==> config.mk <==
export PLATFORM = sky130hd
export DESIGN_NAME = ram_fifo_ctrl
export DESIGN_NICKNAME = d
export VERILOG_FILES = /design/src/rtl/ram_fifo_ctrl.sv
export SDC_FILE = /design/constraint.sdc
export NUM_CORES = 1
export LEC_CHECK = 0
export CAP_MARGIN = 20
export CORE_UTILIZATION = 32
export CTS_CLUSTER_SIZE = 12
export DETAILED_ROUTE_END_ITERATION = 12
export PLACE_DENSITY = 0.81
export SLEW_MARGIN = 20
export SYNTH_ARGS = -nofsm -noshare
export SYNTH_HDL_FRONTEND = slang
export SYNTH_SLANG_ARGS = --single-unit
==> constraint.sdc <==
create_clock -name clk -period 2.25 [get_ports clk]
set_input_delay 0.3375 -clock clk [delete_from_list [all_inputs] [get_ports clk]]
set_output_delay 0.3375 -clock clk [all_outputs]
set_load 0.005 [all_outputs]
==> src/rtl/ram_fifo_ctrl.sv <==
// FIFO controller for a single-port RAM: one access per cycle, reads take priority
// over writes, read data returned with a one-cycle registered valid strobe.
module ram_fifo_ctrl #(
  parameter int unsigned WIDTH = 8,
  parameter int unsigned DEPTH = 8,
  parameter int unsigned AW    = 3
) (
  input  logic             clk,
  input  logic             reset,
  input  logic             wr_valid,
  input  logic [WIDTH-1:0] wr_data,
  output logic             wr_ready,
  input  logic             rd_req,
  output logic             rd_valid,
  output logic [WIDTH-1:0] rd_data,
  output logic             full,
  output logic             empty,
  output logic [AW:0]      count,
  output logic             ram_cs_n,
  output logic             ram_we_n,
  output logic [AW-1:0]    ram_addr,
  output logic [WIDTH-1:0] ram_din,
  input  logic [WIDTH-1:0] ram_dout
);

  localparam int unsigned CW = AW + 1;

  logic [AW-1:0] wr_ptr_q, wr_ptr_d;
  logic [AW-1:0] rd_ptr_q, rd_ptr_d;
  logic [CW-1:0] count_q, count_d;
  logic          rd_pend_q, rd_pend_d;
  logic          rd_acc, wr_acc;

  assign full     = (count_q == CW'(DEPTH));
  assign empty    = (count_q == '0);
  assign count    = count_q;
  assign rd_valid = rd_pend_q;
  assign rd_data  = ram_dout;

  // Arbitration, RAM drive and next-state; accepts are suppressed while in reset.
  always_comb begin
    rd_acc    = 1'b0;
    wr_acc    = 1'b0;
    wr_ready  = 1'b0;
    ram_cs_n  = 1'b1;
    ram_we_n  = 1'b1;
    ram_addr  = '0;
    ram_din   = '0;
    wr_ptr_d  = wr_ptr_q;
    rd_ptr_d  = rd_ptr_q;
    count_d   = count_q;
    rd_pend_d = 1'b0;

    if (!reset) begin
      rd_acc   = rd_req && !empty;
      wr_ready = !full && !rd_acc;
      wr_acc   = wr_valid && wr_ready;
    end

    if (rd_acc) begin
      ram_cs_n  = 1'b0;
      ram_addr  = rd_ptr_q;
      rd_ptr_d  = rd_ptr_q + AW'(1);
      count_d   = count_q - CW'(1);
      rd_pend_d = 1'b1;
    end else if (wr_acc) begin
      ram_cs_n = 1'b0;
      ram_we_n = 1'b0;
      ram_addr = wr_ptr_q;
      ram_din  = wr_data;
      wr_ptr_d = wr_ptr_q + AW'(1);
      count_d  = count_q + CW'(1);
    end
  end

  always_ff @(posedge clk or posedge reset) begin
    if (reset) begin
      wr_ptr_q  <= '0;
      rd_ptr_q  <= '0;
      count_q   <= '0;
      rd_pend_q <= 1'b0;
    end else begin
      wr_ptr_q  <= wr_ptr_d;
      rd_ptr_q  <= rd_ptr_d;
      count_q   <= count_d;
      rd_pend_q <= rd_pend_d;
    end
  end

endmodule

==> impl_summary.log, run 1 <==
[metrics] row cnt: 17
[metrics] total of flip-flops plus latches after synthesis: 11
[metrics] sum of overflow across all layers after global routing: 0
[metrics] power density of the placed cells: 1060 nW/um^2
[metrics] maximum number of pins on one net before global-route repair: 13
[metrics] worst voltage drop across the vdd grid: 0.610 mV
[metrics] placeable core area: 2230 sq um
[metrics] via count of the first global-routing pass: 707
[metrics] ANT cells: 0
[metrics] post-synth net total: 96
[metrics] first drt pass iteration count: 4
[metrics] 1st-iter DRT viols: 9
[metrics] reported leakage power: 0.653 nW
[metrics] sequential element share of the synthesized area: 36.1%
[metrics] GP Congestion: 0.839
[metrics] number of fill cells in the layout: 166
[metrics] latest clock arrival within the worst-skew pair: 0.27 ns
[metrics] maximum clock insertion buffer count: 2
[metrics] DRC viols: 0
[metrics] I/O pin cnt: 49
[metrics] Final Skew: 0.00431 ns
[metrics] initial core utilization: 34.2%
[metrics] hold bufs inserted after CTS: 0
[metrics] antenna violations before repair: 0
[metrics] Global Route met1 Usage: 25.4%
[metrics] min Tclk post-route: 2.29 ns
[metrics] number of pins exceeding their max-slew limit in the final report: 0
[metrics] area enclosed by the die boundary: 2580 sq um
[metrics] met3 track demand over resource in global routing: 5.95%
[metrics] Synth Instances: 71
[metrics] Slew @ Worst Pin: 0.439 ns
[metrics] Max-slew headroom: 70.7%
[metrics] final instance area: 1370 sq um
[metrics] maximum net fanout on the critical path: 3
[metrics] Post-layout nets: 153
[metrics] Avg Cell Area, Syn: 10.7 sq um
[metrics] Setup TNS: -0.0411 ns
[metrics] clock root cell: sky130_fd_sc_hd__clkbuf_4
[metrics] HPWL Detailed: 1500 microns
[metrics] element type at the critical path start: flip-flop
[metrics] Hold Crit Class: reg2reg
[metrics] unrepaired setup endpoints after global routing: true
[metrics] Mapped Area: 763 sq um
[metrics] highest-utilization routing layer at the global route stage: met2
[metrics] Yosys warning count: 0
[metrics] run status: finished with violations
[metrics] area added between synthesis and finish: 78.9%
[metrics] vertical die dimension: 50.8 microns
[metrics] CTS buffer count: 3
[metrics] violations in the final reports: setup timing
[metrics] final clock period utilization by the worst path: 102%
[metrics] unique cell type count in the Yosys netlist: 30
[metrics] DP Area: 1170 sq um
[metrics] final hold violation count: 0
[metrics] capturing element type of the critical path: primary output
[metrics] clock transition at the registers of the reported paths: 0.07 ns
[metrics] horizontal die dimension: 50.8 microns
[metrics] drt via density: 4.88
[metrics] WS Path Type: reg2out
[metrics] most frequent standard cell in the layout excluding fill and tap cells: sky130_fd_sc_hd__buf_4
[metrics] final WL: 2290 microns
[metrics] Data arrival, critical path: 1.95 ns
[metrics] most frequent cells in the layout: sky130_fd_sc_hd__buf_4 (23), sky130_fd_sc_hd__clkdlybuf4s50_1 (17), sky130_fd_sc_hd__buf_6 (12)
[metrics] global-route wire length before repair: 3410 microns
[metrics] CTS tree: built
[metrics] vias after detailed routing: 757
[metrics] H-tree level count: 1
[metrics] f_max: 0.436 GHz
[metrics] Antenna Nets Post-Route: 0
[metrics] Req. time, crit path: 1.91 ns
[metrics] fraction of met2 tracks used by global routing: 25.6%
[metrics] number of sinks on the clock net: 11
[metrics] global-route usage over all layers: 17.9%
[metrics] ratio of cells with drive above 1 in the final layout: 51.2%
[metrics] count of max-cap constraint violations: 0
[metrics] I/O Buffers: 32
[metrics] detail-routed net length per standard cell: 14.8 microns
[metrics] final setup vio count: 1
[metrics] final worst-path setup slack: -0.0411 ns
-- critical path, stage by stage, from the launching register on --
cell	delay [ns]
sky130_fd_sc_hd__dfrtp_2	0.43
sky130_fd_sc_hd__buf_6	0.13
sky130_fd_sc_hd__nor4b_4	0.33
sky130_fd_sc_hd__nor4b_4	0.09
sky130_fd_sc_hd__buf_6	0.14
sky130_fd_sc_hd__buf_4	0.13
sky130_fd_sc_hd__buf_4	0.12
sky130_fd_sc_hd__a22o_1	0.21
sky130_fd_sc_hd__clkbuf_2	0.11
-- cell families after synthesis --
family	synth area share (%)
mux	5.90
flops	36.1
buf+inv	10.0
xor+xnor	6.89
simple gates	24.6
compound gates	7.38
fa+ha+maj	9.18
-- routing by layer --
layer	wire length, microns	share of wire [%]
met1	1020	44
met3	142	6.2
met5	0	0
met2	1130	49
met4	7	0.31
-- power by group --
part	total, mW	switching [mW]	internal, mW
clock	0.133	0.0676	0.0658
sequential	0.393	0.0920	0.301
combinational	0.919	0.359	0.560
total	1.45	0.519	0.927
-- synth_stat cells --
library cell               instances  area share [%]
sky130_fd_sc_hd__nand4b_1          1             1.1
sky130_fd_sc_hd__nor4b_2           1             2.0
sky130_fd_sc_hd__buf_2             1            0.66
sky130_fd_sc_hd__o31a_1            1             1.1
sky130_fd_sc_hd__buf_4             8             7.9
sky130_fd_sc_hd__ha_1              4             6.6
sky130_fd_sc_hd__nor2_1            2            0.98
sky130_fd_sc_hd__nand3_1           1            0.66
sky130_fd_sc_hd__inv_1             2            0.98
sky130_fd_sc_hd__a22o_1            3             3.4
sky130_fd_sc_hd__nor3_1            3             2.0
sky130_fd_sc_hd__or3b_2            1             1.1
sky130_fd_sc_hd__nor3b_1           1            0.98
sky130_fd_sc_hd__clkbuf_1          1            0.49
sky130_fd_sc_hd__nand2_1           3             1.5
sky130_fd_sc_hd__o21ai_0           1            0.66
sky130_fd_sc_hd__fa_1              1             2.6
sky130_fd_sc_hd__nor2_2            1            0.82
sky130_fd_sc_hd__mux2_2            2             3.0
sky130_fd_sc_hd__and2_1            8             6.6
sky130_fd_sc_hd__or4b_2            1             1.3
sky130_fd_sc_hd__nor4_1            1            0.82
sky130_fd_sc_hd__mux2_1            2             3.0
sky130_fd_sc_hd__nor4b_4           1             3.1
sky130_fd_sc_hd__dfrtp_1          11              36
sky130_fd_sc_hd__xnor2_1           3             3.4
sky130_fd_sc_hd__nor3b_2           1             1.6
sky130_fd_sc_hd__xor2_1            3             3.4
sky130_fd_sc_hd__a32oi_1           1             1.1
sky130_fd_sc_hd__a211oi_1          1            0.98
-- final timing paths --
kind | from | to | slack [ns] | cells after the start
min in group asynchronous | reset | wr_ptr_q[0]$_DFFE_PP0P_ | 0.61 | 2
setup / recovery | count[2]$_DFFE_PP0N_ | ram_addr[2] | -0.04 | 8
hold / removal | wr_ptr_q[2]$_DFFE_PP0P_ | wr_ptr_q[2]$_DFFE_PP0P_ | 0.48 | 1
hold reg to reg | wr_ptr_q[2]$_DFFE_PP0P_ | wr_ptr_q[2]$_DFFE_PP0P_ | 0.48 | 1
setup reg to reg | count[0]$_DFFE_PP0N_ | count[3]$_DFFE_PP0N_ | 0.01 | 8
max in group asynchronous | reset | count[2]$_DFFE_PP0N_ | 1.31 | 2
-- registers in the layout, summed over array words and instances (netlist names) --
name,cells
count,4
rd_ptr_q,3
wr_ptr_q,3
rd_valid,1
-- area by class of cell --
| cell class | count | area [sq um] | share of cell area, % |
|---|---|---|---|
| multi-input combinational | 48 | 464 | 34.0 |
| timing repair buffer | 62 | 552 | 40.4 |
| clock inverter | 1 | 5.00 | 0.367 |
| inverter | 2 | 7.51 | 0.550 |
| tap | 28 | 35.0 | 2.57 |
| sequential | 11 | 279 | 20.4 |
| clock buffer | 3 | 22.5 | 1.65 |
-- stage by stage --
step | power (mW) | setup WS (ns) | hold slack, ns | std cells | util (%)
2_1_floorplan | 0.748 | 0.00553 | 0.435 | 71 | -
3_3_place_gp | 1.08 | -0.206 | 0.471 | 134 | 52.4
3_5_place_dp | 1.11 | -0.259 | 0.477 | 134 | 52.4
4_1_cts | 1.37 | -0.171 | 0.486 | 150 | 59.0
5_1_grt | 1.55 | -0.131 | 0.522 | 155 | 61.1
6_report | 1.45 | -0.0411 | 0.481 | 155 | 61.1
-- what timing repair did --
item	CTS	global route
setup endpoints to repair	14	16
gates cloned	1	0
gates resized for setup	36	33
buffers inserted	11	6
pin swaps	6	5
(Power assumes the default switching activity.)
==> run 2: changes to the inputs <==
Settings changed: SLEW_MARGIN 20 to not set.
==> results of run 2 <==
The final DEF is identical to that of run 1; final timing and power are the same.
==> run 3: changes to the inputs <==
Settings changed: ABC_AREA set to 1, CORE_UTILIZATION 32 to 33, PLACE_DENSITY 0.81 to 0.82.
==> impl_summary.log, run 3 <==
[metrics] area enclosed by the die boundary: 2620 sq um (+1.5%)
[metrics] share of the synthesized area in the top cell type: 34.4% (-1.6 points)
[metrics] global-route usage over all layers: 15.8% (-2.1 points)
[metrics] initial core utilization: 35.5% (+1.3 points)
[metrics] count of max-cap constraint violations: 0 (unchanged)
[metrics] clock root cell: sky130_fd_sc_hd__clkbuf_4
[metrics] Setup TNS: 0 ns (+0.0411 ns)
[metrics] number of pins exceeding their max-slew limit in the final report: 0 (unchanged)
[metrics] Antenna Nets Post-Route: 0 (unchanged)
[metrics] Worst R2R Setup Slack: 0.33 ns (+0.32 ns)
[metrics] most frequent standard cell in the layout excluding fill and tap cells: sky130_fd_sc_hd__clkdlybuf4s50_1
[metrics] launch point of the worst hold path: rd_ptr_q[2]$_DFFE_PP0N_
[metrics] Final Skew: 0.00200 ns (-0.00231 ns)
[metrics] Synth Instances: 102 (+44%)
[metrics] Yosys warning count: 0 (unchanged)
[metrics] number of cells on the worst hold path: 1 (unchanged)
[metrics] final hold violation count: 0 (unchanged)
[metrics] HPWL Detailed: 1520 microns (+1.7%)
[metrics] f_max: 0.461 GHz (+5.6%)
[metrics] unique cell type count in the Yosys netlist: 19 (-37%)
[metrics] antenna violations before repair: 0 (unchanged)
[metrics] dominant synthesized flop cell: sky130_fd_sc_hd__dfrtp_1
[metrics] post-synth net total: 127 (+32%)
[metrics] maximum number of pins on one net before global-route repair: 12 (-1)
[metrics] element type at the critical path start: flip-flop
[metrics] sequential element share of the synthesized area: 34.4% (-1.6 points)
[metrics] Hold Crit Class: reg2reg
[metrics] top area cells in the synthesized netlist: sky130_fd_sc_hd__dfrtp_1 (34%), sky130_fd_sc_hd__nand2_1 (9.9%), sky130_fd_sc_hd__inv_1 (9.4%)
[metrics] row cnt: 17 (unchanged)
[metrics] worst setup path startpoint: count[1]$_DFFE_PP0N_
[metrics] Post-layout nets: 168 (+9.8%)
[metrics] global-route wire length before repair: 3080 microns (-9.7%)
[metrics] 1st-iter DRT viols: 7 (-2)
[metrics] hold path endpoint: rd_ptr_q[2]$_DFFE_PP0N_
[metrics] worst reg2reg path endpoint: count[3]$_DFFE_PP0N_
[metrics] maximum clock insertion buffer count: 2 (unchanged)
[metrics] Max-slew headroom: 88.1% (+17 points)
[metrics] Avg Cell Area, Syn: 7.84 sq um (-27%)
[metrics] sum of overflow across all layers after global routing: 0 (unchanged)
[metrics] GP Congestion: 0.789 (-5.9%)
[metrics] placeable core area: 2250 sq um (+0.95%)
[metrics] power density of the placed cells: 1010 nW/um^2 (-4.4%)
[metrics] Mapped Area: 800 sq um (+4.8%)
[metrics] maximum net fanout on the critical path: 3 (unchanged)
[metrics] WS Path Type: reg2out
[metrics] horizontal die dimension: 51.2 microns (+0.76%)
[metrics] Post-Route Hold Slack: 0.489 ns (+0.00830 ns)
[metrics] number of sinks on the clock net: 11 (unchanged)
[metrics] capturing element type of the critical path: primary output
[metrics] run status: finished, final reports clean
[metrics] Req. time, crit path: 1.91 ns (about the same)
[metrics] H-tree level count: 1 (unchanged)
[metrics] flip-flop count of the largest register after layout: 4 (unchanged)
[metrics] power after layout: 1.26 mW (-13%)
[metrics] area added between synthesis and finish: 55.6%
[metrics] final clock period utilization by the worst path: 96.4% (-5.4 points)
[metrics] min Tclk post-route: 2.17 ns (-0.122 ns)
[metrics] first drt pass iteration count: 4 (unchanged)
[metrics] ANT cells: 0 (unchanged)
[metrics] detail-routed net length per standard cell: 11.4 microns (-23%)
[metrics] top cell type by total area after synthesis: sky130_fd_sc_hd__dfrtp_1
[metrics] I/O Buffers: 32 (unchanged)
[metrics] latest clock arrival within the worst-skew pair: 0.27 ns (about the same)
[metrics] final WL: 1940 microns (-16%)
[metrics] total of flip-flops plus latches after synthesis: 11 (unchanged)
[metrics] DRC viols: 0 (unchanged)
[metrics] worst voltage drop across the vdd grid: 0.743 mV (+22%)
[metrics] vertical die dimension: 51.2 microns (+0.76%)
[metrics] CTS tree: built
[metrics] via count of the first global-routing pass: 759 (+7.4%)
[metrics] share of flip-flops with an asynchronous set or reset: 100% (unchanged)
[metrics] most numerous cell types in the synthesized netlist: sky130_fd_sc_hd__nand2_1 (21), sky130_fd_sc_hd__inv_1 (20), sky130_fd_sc_hd__nor2_1 (15), sky130_fd_sc_hd__dfrtp_1 (11), sky130_fd_sc_hd__buf_4 (8)
[metrics] Slew @ Worst Pin: 0.178 ns (-0.261 ns)
[metrics] most frequent cells in the layout: sky130_fd_sc_hd__clkdlybuf4s50_1 (21), sky130_fd_sc_hd__nand2_1 (20), sky130_fd_sc_hd__inv_1 (19)
[metrics] ratio of cells with drive above 1 in the final layout: 21.1% (-30 points)
[metrics] Data arrival, critical path: 1.83 ns (-0.12 ns)
[metrics] CTS buffer count: 3 (unchanged)
[metrics] final setup vio count: 0 (-1)
[metrics] reported leakage power: 0.731 nW (+12%)
[metrics] length in cells of the worst reg-to-reg path: 14 (+6)
[metrics] Reg2Reg Launch Point: count[1]$_DFFE_PP0N_
[metrics] vias after detailed routing: 761 (+0.53%)
[metrics] I/O pin cnt: 49 (unchanged)
[metrics] EDFF count, synth: 0 (unchanged)
[metrics] drt via density: 4.48 (-8.3%)
[metrics] clock transition at the registers of the reported paths: 0.07 ns (about the same)
[metrics] cell with the most instances after synthesis: sky130_fd_sc_hd__nand2_1
-- run 3: repair_timing --
item | 4_1_cts | 5_1_grt
gates resized for setup | 9 | 10
pin swaps | 2 | 2
hold endpoints to repair | 0 | 0
endpoints found under the setup margin | 11 | 5
setup buffers | 2 | 1
hold buffers | 0 | 0
-- run 3: power breakdown --
| part | switching (mW) | leakage (nW) | internal, mW |
|---|---|---|---|
| combinational | 0.358 | 0.579 | 0.401 |
| clock | 0.0693 | 0.0177 | 0.0657 |
| sequential | 0.0737 | 0.134 | 0.292 |
| total | 0.501 | 0.731 | 0.759 |
-- run 3: worst max-delay path by stage --
stage,to,slack (ns),depth (start not counted)
4_1_cts,ram_din[2],0.0009,7
6_report,wr_ready,0.08,7
5_1_grt,wr_ready,-0.005,7
2_1_floorplan,count[3]$_DFFE_PP0N_,0.24,12
3_3_place_gp,ram_din[1],0.08,6
3_5_place_dp,count[3]$_DFFE_PP0N_,-0.004,14
-- run 3: per-stage QoR --
| stage | area, sq um | worst slack [ns] | cells | util [%] |
|---|---|---|---|---|
| floorplan | 800 | 0.238 | 102 | - |
| global placement | 1170 | 0.0760 | 163 | 51.9 |
| detailed placement | 1170 | -0.00441 | 163 | 51.9 |
| CTS | 1210 | 0.000882 | 169 | 53.6 |
| global route | 1240 | -0.00515 | 170 | 55.2 |
| finish | 1240 | 0.0807 | 170 | 55.2 |
-- run 3: per-layer routing --
layer | vias to the layer above | track usage [%] | part of all wire [%]
met3 | 4 | 4.46 | 9.0
met2 | 32 | 29.4 | 50
met5 | - | 0 | 0
met4 | 0 | 8.56 | 1.8
met1 | 351 | 15.5 | 39
li1 | 374 | - | -
-- run 3: kinds of logic (layout without fill, tap and decap cells) --
group / after synthesis / after routing / share of synthesized area (%)
DFF: 11 / 11 / 34.4
and+or+nand+nor: 45 / 45 / 27.4
AOI/OAI and AO/OA: 5 / 5 / 4.07
buffers and inverters: 30 / 70 / 18.8
xor gates and xnor gates: 6 / 6 / 6.57
adders and majority gates: 5 / 5 / 8.76
-- run 3: layout make-up --
cell class / instances / area [sq um]
flip-flops and latches: 11 / 275
repair buffers: 45 / 432
fillers: 213 / 1010
multi-input cells: 61 / 395
inverters: 21 / 78.8
clock inverters: 1 / 5.00
clock buffers: 3 / 22.5
well taps: 28 / 35.0
-- run 3: worst max-delay path, stage by stage, from the launching register on --
cell	delay [ns]
sky130_fd_sc_hd__dfrtp_1	0.41
sky130_fd_sc_hd__nor2_4	0.16
sky130_fd_sc_hd__nand2_4	0.08
sky130_fd_sc_hd__nand2_2	0.09
sky130_fd_sc_hd__nand2_1	0.08
sky130_fd_sc_hd__nor2_2	0.12
sky130_fd_sc_hd__buf_4	0.12
sky130_fd_sc_hd__clkdlybuf4s50_1	0.49
